[config.mk]
export PLATFORM = sky130hd
export DESIGN_NAME = mqcr_rect_scheduler
export DESIGN_NICKNAME = d
export VERILOG_FILES = /design/src/rtl/mqcr_rect_scheduler.sv
export SDC_FILE = /design/constraint.sdc
export NUM_CORES = 1
export LEC_CHECK = 0
export CORE_MARGIN = 5
export CORE_UTILIZATION = 60
export DETAILED_ROUTE_END_ITERATION = 8
export PLACE_DENSITY_LB_ADDON = 0.15
export SYNTH_ARGS = -nofsm -noshare
export SYNTH_HDL_FRONTEND = slang
export SYNTH_SLANG_ARGS = --single-unit
export TNS_END_PERCENT = 10
[constraint.sdc]
create_clock -name clk_i -period 13.3 [get_ports clk_i]
set_input_delay 2.66 -clock clk_i [delete_from_list [all_inputs] [get_ports clk_i]]
set_output_delay 2.66 -clock clk_i [all_outputs]
set_load 0.02 [all_outputs]
[src/rtl/mqcr_rect_scheduler.sv]
//==============================================================================
// Module  : mqcr_rect_scheduler
// Brief   : Reads a rectangle out of the accumulator image in row-major order
//           and streams it to the quantizer through a 2-entry output buffer.
//           Optional start-offset range check: SCHED_BOUNDS_CHECK_EN.
// Revision: 1.0 - initial release
//==============================================================================
`default_nettype none

package pkg_parameters;
    localparam int FEATURE_MAP_RESOLUTION = 8;
    localparam int FEATURE_MAP_ADDRWIDE   = 9;
endpackage

module mqcr_rect_scheduler
    import pkg_parameters::*;
#(
    parameter int IMG_W        = 35,
    parameter int IMG_H        = 35,
    parameter int REC_IMG_W    = 29,
    parameter int REC_IMG_H    = 13,
    parameter int ACC_ADDRWIDE = 11
) (
    input  logic                                    clk_i,
    input  logic                                    rst_i,
    input  logic                                    start_i,
    input  logic [5:0]                              row_off_i,
    input  logic [5:0]                              col_off_i,
    output logic                                    busy_o,
    output logic                                    done_o,
    output logic                                    err_o,
    output logic                                    acc_rd_en_o,
    output logic [ACC_ADDRWIDE-1:0]                 acc_rd_addr_o,
    input  logic signed [2*FEATURE_MAP_RESOLUTION-1:0] acc_rd_data_i,
    output logic                                    sched_valid_o,
    output logic signed [2*FEATURE_MAP_RESOLUTION-1:0] sched_data_o,
    output logic [FEATURE_MAP_ADDRWIDE-1:0]         sched_addr_o,
    input  logic                                    sched_ready_i
);

    localparam int c_DW = 2 * FEATURE_MAP_RESOLUTION;
    localparam int c_AW = FEATURE_MAP_ADDRWIDE;
    localparam int c_RW = (REC_IMG_H > 1) ? $clog2(REC_IMG_H) : 1;
    localparam int c_CW = (REC_IMG_W > 1) ? $clog2(REC_IMG_W) : 1;
    localparam logic [c_CW-1:0] c_C_LAST   = c_CW'(REC_IMG_W - 1);
    localparam logic [c_AW-1:0] c_IDX_LAST = c_AW'(REC_IMG_W * REC_IMG_H - 1);

    if (REC_IMG_H > IMG_H || REC_IMG_W > IMG_W) begin : g_cfg_check
        $error("mqcr_rect_scheduler: rectangle larger than accumulator image");
    end

    typedef enum logic [1:0] {
        S_IDLE  = 2'd0,
        S_RUN   = 2'd1,
        S_DRAIN = 2'd2,
        S_DONE  = 2'd3
    } state_t;

    state_t                  state_q, state_d;
    logic [5:0]              row_off_q, row_off_d, col_off_q, col_off_d;
    logic [c_RW-1:0]         r_q, r_d;
    logic [c_CW-1:0]         c_q, c_d;
    logic [c_AW-1:0]         idx_q, idx_d;
    logic                    infl_q, infl_d;
    logic [c_AW-1:0]         infl_addr_q, infl_addr_d;
    logic [1:0]              cnt_q, cnt_d;
    logic signed [c_DW-1:0]  head_data_q, head_data_d, tail_data_q, tail_data_d;
    logic [c_AW-1:0]         head_addr_q, head_addr_d, tail_addr_q, tail_addr_d;

    logic w_pop, w_room, w_rd_en, w_start_ok;

`ifdef SCHED_BOUNDS_CHECK_EN
    logic err_q, err_d;
    logic w_oob;
    assign w_oob = (32'(row_off_i) > 32'(IMG_H - REC_IMG_H)) ||
                   (32'(col_off_i) > 32'(IMG_W - REC_IMG_W));
    assign w_start_ok = start_i && !w_oob;
    assign err_d      = (state_q == S_IDLE) && start_i && w_oob;
    assign err_o      = err_q;

    always_ff @(posedge clk_i or posedge rst_i) begin
        if (rst_i) err_q <= 1'b0;
        else       err_q <= err_d;
    end
`else
    assign w_start_ok = start_i;
    assign err_o      = 1'b0;
`endif

    // A read may only issue if its data is guaranteed a free buffer slot on arrival.
    assign w_pop   = (cnt_q != 2'd0) && sched_ready_i;
    assign w_room  = ({1'b0, cnt_q} + {2'b00, infl_q}) <= (3'd1 + {2'b00, w_pop});
    assign w_rd_en = (state_q == S_RUN) && w_room;

    assign acc_rd_en_o   = w_rd_en;
    assign acc_rd_addr_o = ACC_ADDRWIDE'((32'(row_off_q) + 32'(r_q)) * 32'(IMG_W)
                                         + 32'(col_off_q) + 32'(c_q));
    assign busy_o        = (state_q == S_RUN) || (state_q == S_DRAIN);
    assign done_o        = (state_q == S_DONE);
    assign sched_valid_o = (cnt_q != 2'd0);
    assign sched_data_o  = head_data_q;
    assign sched_addr_o  = head_addr_q;

    always_comb begin
        state_d     = state_q;
        row_off_d   = row_off_q;
        col_off_d   = col_off_q;
        r_d         = r_q;
        c_d         = c_q;
        idx_d       = idx_q;
        infl_d      = w_rd_en;
        infl_addr_d = idx_q;
        cnt_d       = cnt_q;
        head_data_d = head_data_q;
        head_addr_d = head_addr_q;
        tail_data_d = tail_data_q;
        tail_addr_d = tail_addr_q;

        unique case (state_q)
            S_IDLE: begin
                if (w_start_ok) begin
                    state_d   = S_RUN;
                    row_off_d = row_off_i;
                    col_off_d = col_off_i;
                    r_d       = '0;
                    c_d       = '0;
                    idx_d     = '0;
                end
            end
            S_RUN: begin
                if (w_rd_en) begin
                    idx_d = idx_q + 1'b1;
                    if (c_q == c_C_LAST) begin
                        c_d = '0;
                        r_d = r_q + 1'b1;
                    end else begin
                        c_d = c_q + 1'b1;
                    end
                    if (idx_q == c_IDX_LAST) state_d = S_DRAIN;
                end
            end
            S_DRAIN: begin
                if (w_pop && head_addr_q == c_IDX_LAST) state_d = S_DONE;
            end
            default: state_d = S_IDLE;
        endcase

        // Returning read data (infl_q) is the push side of the buffer.
        if (infl_q && w_pop) begin
            if (cnt_q == 2'd1) begin
                head_data_d = acc_rd_data_i;
                head_addr_d = infl_addr_q;
            end else begin
                head_data_d = tail_data_q;
                head_addr_d = tail_addr_q;
                tail_data_d = acc_rd_data_i;
                tail_addr_d = infl_addr_q;
            end
        end else if (w_pop) begin
            head_data_d = tail_data_q;
            head_addr_d = tail_addr_q;
            cnt_d       = cnt_q - 2'd1;
        end else if (infl_q) begin
            if (cnt_q == 2'd0) begin
                head_data_d = acc_rd_data_i;
                head_addr_d = infl_addr_q;
            end else begin
                tail_data_d = acc_rd_data_i;
                tail_addr_d = infl_addr_q;
            end
            cnt_d = cnt_q + 2'd1;
        end
    end

    always_ff @(posedge clk_i or posedge rst_i) begin
        if (rst_i) begin
            state_q     <= S_IDLE;
            row_off_q   <= '0;
            col_off_q   <= '0;
            r_q         <= '0;
            c_q         <= '0;
            idx_q       <= '0;
            infl_q      <= 1'b0;
            infl_addr_q <= '0;
            cnt_q       <= '0;
            head_data_q <= '0;
            head_addr_q <= '0;
            tail_data_q <= '0;
            tail_addr_q <= '0;
        end else begin
            state_q     <= state_d;
            row_off_q   <= row_off_d;
            col_off_q   <= col_off_d;
            r_q         <= r_d;
            c_q         <= c_d;
            idx_q       <= idx_d;
            infl_q      <= infl_d;
            infl_addr_q <= infl_addr_d;
            cnt_q       <= cnt_d;
            head_data_q <= head_data_d;
            head_addr_q <= head_addr_d;
            tail_data_q <= tail_data_d;
            tail_addr_q <= tail_addr_d;
        end
    end

endmodule

`default_nettype wire

Word level (Yosys, flattened, before mapping)

Cells that the tools add are included.

Bits in registers: 94
Output and inout port bits: 41
Logic and storage cells: 99

$add $sub $neg: 10
Multiply operators: 1
Order comparisons: 1
Equality and inequality tests: 15
Multiplexer cells: 38
Bitwise logic cells: 1
Reductions and logical operators: 20

Operators with widths:

| kind                 | count |
|---|---|
| $mux 16              | 10 |
| $mux 9               | 12 |
| $eq 9x9->1 const B   | 2 |
| $pmux 9 s2           | 1 |
| $mux 5               | 3 |
| $mux 2               | 6 |
| $mux 4               | 3 |
| $reduce_and 4->1     | 3 |
| $add 11x5->11        | 1 |
| $add 11x6->11        | 1 |
| $mul 7x6->11 const B | 1 |
| $pmux 5 s2           | 1 |
| $add 9x1->9 const B  | 1 |
| $ne 2x1->1 const B   | 4 |
| $ne 2x2->1 const B   | 4 |
| $pmux 4 s2           | 1 |
| $reduce_bool 2->1    | 4 |
| $add 6x4->7          | 1 |
| $pmux 2 s3           | 1 |
| $reduce_and 2->1     | 3 |
| $reduce_bool 3->1    | 2 |
| $add 5x1->5 const B  | 1 |
| $eq 5x5->1 const B   | 1 |
| $add 4x1->4 const B  | 1 |
| other kinds (12)     | 18 |

Depth between registers and ports, before layout

Depth after elaboration: 7
Depth in mapped cells: 19
Depth with buffers taken out: 19

Worst setup path after synthesis

Ideal clock, no wire load.

Path type: in2out
Start point: input sched_ready_i
End point: output acc_rd_en_o
Data arrival time: 4.510 ns
Data required time: 10.640 ns
Path slack: 6.130 ns
Stages on the path: 5
Cells stage by stage: nand2b_1 -> inv_1 -> fa_1 -> or3b_4 -> a21boi_0

Cells in the longest elaborated chain, start to end: 4

RTL lines:

| what              | line | source |
|---|---|---|
| from (decl)       | 38   | `input logic sched_ready_i` |
| $logic_and 1x1->1 | 91   | `assign w_pop = (cnt_q != 2'd0) && sched_ready_i;` |
| $add 1x1->2       | 92   | `assign w_room = ({1'b0, cnt_q} + {2'b00, infl_q}) <= (3'd1 + {2'b00, w_pop});` |
| $le 3x2->1        | 92   |  |
| $logic_and 1x1->1 | 93   | `assign w_rd_en = (state_q == S_RUN) && w_room;` |
| to (decl)         | 32   | `output logic acc_rd_en_o,` |

No other way between the ends.

Worst setup path in the final report

Ends and elaborated chain as after synthesis.

==> summary.md <==
| Metric | Value |
|---|---|
| HPWL Detailed | between 7000 and 8000 µm |
| Max-cap violations | 0 |
| Startpoint Class | primary input |
| Global-route wire length before repair | 17,700 µm |
| Top-area cell type share of the netlist area | 0.446 |
| Ys flop type | dfrtp_1 |
| Final WL | 10,200 µm |
| DRC | 0 |
| Synth top area cells | dfrtp_1 45%, ha_1 12%, mux2_2 8.1% |
| Cell with the most instances after synthesis | dfrtp_1 |
| Nets@finish | about 640 |
| Number of CTS-inserted buffers | 9 |
| Required @ worst endpoint | around 11,000 ps |
| Reg2reg end | idx_q[8]$_DFFE_PP0P_ |
| Tot GR Track Use | 0.198 |
| Vias in the first global route | between 3,000 and 4,000 |
| WHS Path Cells | 0 |
| Cell area after layout | 6330 µm² |
| Initial antenna violation count | 0 |
| GP Congestion | 0.790 |
| Full die area | 10,800 µm² |
| CTS tree | done |
| Setup TNS | 0 ps |
| Final setup violation count | 0 |
| Layout cells sized above 1 | 0.118 |
| WHS Endpoint | infl_addr_q[8]$_DFF_PP0_ |
| Synth unique cells | 47 |
| Vias | between 3,000 and 4,000 |
| Min-delay src | idx_q[8]$_DFFE_PP0P_ |
| Iter 0 DRT Violations | between 150 and 200 |
| Sink Count | 94 |
| Initial Utilization | 0.611 |
| DRT Pass-1 Iters | 4 |
| Worst-path fanout max | 5 |
| Post-Syn Area | 5280 µm² |
| CP endpoint kind | output pin |
| R2R setup slack | 9680 ps |
| Cts repair resizes | 0 |
| Clock skew | 10.6 ps |
| Clk root buf | clkbuf_8 |
| Die H | between 100 and 150 µm |
| Cts-stage hold buffer count | 0 |
| Final ANT Viol Nets | 0 |
| ANT cells | 0 |
| Tcrit/Tclk final | 0.630 |
| Placed Area | between 6000 and 7000 µm² |
| Synth async-reset ratio | 1.00 |
| H-Tree Depth | 3 |
| Final Hold Fails | 0 |
| Sequential area share after synthesis | 0.446 |
| Top cells by count, synth | 94 x dfrtp_1, 56 x inv_1, 50 x ha_1, 43 x nand2_1, 38 x mux2_2 |
| Vias/cell | 5.55 |
| Worst-Skew Late Latency | around 370 ps |
| Worst Hold Class | reg2reg |
| RSZ-0062 raised after global routing | no |
| Synth-to-Final Area Change | 20.0% |
| Die W | between 100 and 150 µm |
| Synth area leader | dfrtp_1 |
| FF-to-FF Start | cnt_q[1]$_DFFE_PP0P_ |
| Slew headroom | 0.233 |
| I/O pin cnt | 73 |
| Count of state elements after synthesis | 94 |
| WP data arrival | roughly 5700 ps |
| Largest net degree at the start of global routing | 94 |
| Outcome | complete, no violations |
| Post-CTS Setup Bufs | 0 |
| EDFF count, synth | 0 |
| F_max | around 120 MHz |
| CTS clk-pin slew, worst paths | 110 ps |
| Crit path kind | in2out |
| Longest Clk Path Bufs | 2 |
| WL/cell | between 15 and 20 µm |
| Total grt overflow | 0 |
| Ys Warns | 0 |
| Core area | 8640 µm² |
| Slew @ Worst Pin | ~1200 ps |
| PortBufs | 71 |
| Tmin final | 8380 ps |
| Reg2reg path depth | 10 |
| Syn Area/Cell | ~11 µm² |
| Synthesized Nets | between 500 and 600 |
| FP Rows | 34 |
| Max-slew violations | 0 |
| Synthesized instance count | 474 |
## stage by stage
stage,std cells,hold slack [ps],util,setup WS (ps)
after floorplan,474,382,-,6130
after global placement,643,416,0.705,5060
after detailed placement,643,413,0.705,4990
after CTS,659,438,0.733,4910
after global routing,659,453,0.733,4580
final,659,449,0.733,4920
## how the worst max path moves through the flow
stage	slack, ps	cells after the start	start	to
global route	4580	18	r_q[1]$_DFFE_PP0P_	acc_rd_addr_o[10]
finish	4920	7	sched_ready_i	acc_rd_en_o
detailed placement	4990	7	sched_ready_i	acc_rd_en_o
CTS	4910	7	sched_ready_i	acc_rd_en_o
floorplan	6130	5	sched_ready_i	acc_rd_en_o
global placement	5060	7	sched_ready_i	acc_rd_en_o
## final cells by class
class                      count  area, µm²
clock inverter                 7        114
multi-input combinational    311       2660
timing repair buffer          74        733
clock buffer                   9        124
fill                         630       2310
inverter                      56        211
tap                          108        135
sequential                    94       2350
## state kept, by name, indices dropped and copies added, names as in the netlist
register,flops
r_q,4
infl_addr_q,9
infl_q,1
sched_addr_o,9
state_q,2
col_off_q,6
tail_addr_q,9
c_q,5
row_off_q,6
cnt_q,2
sched_data_o,16
tail_data_q,16
idx_q,9
## critical path: stages
cell	delay [ps]
clkdlybuf4s50_1	460
nand2b_1	140
inv_1	260
fa_1	500
or3b_4	440
a21boi_0	520
clkdlybuf4s50_1	720
## placed cells by master (no fill, tap or decap), types with 2 or more instances in the layout
cell	n
dfrtp_1	94
o21a_1	6
nor2_1	14
mux2i_1	25
nor3_1	4
a21o_1	2
o31ai_1	3
clkdlybuf4s50_1	71
o21ai_1	2
ha_1	50
nand2b_1	3
o21ai_0	33
nand2_1	43
clkbuf_8	9
o31a_1	2
inv_1	55
nor4_1	2
xnor2_1	11
buf_4	3
bufinv_16	2
fa_1	14
a21oi_1	9
and3_1	2
nand3_1	6
a31oi_1	2
mux2_2	38
inv_6	2
or3_1	3
nand4_1	6
xor2_1	8
nor2b_1	5
## cells by family (layout without fill, tap and decap cells)
family / Yosys count / after routing / synth area share
mux: 64 / 64 / 0.131
xor+xnor: 20 / 20 / 0.0358
compound gates: 71 / 71 / 0.0830
fa+ha+maj: 64 / 64 / 0.172
buf+inv: 69 / 146 / 0.0519
other cells: 1 / 1 / 0.000711
simple gates: 91 / 91 / 0.0802
flops: 94 / 94 / 0.446
## layer usage
layer / vias up / share of wire / GRT usage
li1: 1748 / - / -
met1: 1779 / 0.44 / 0.256
met2: 109 / 0.49 / 0.322
met3: 20 / 0.050 / 0.0466
met4: 0 / 0.020 / 0.0777
met5: - / 0 / 0
Power is left out: the tool's default activity adds up to more than one toggle a clock period on the data nets, which glitch-free logic cannot reach.
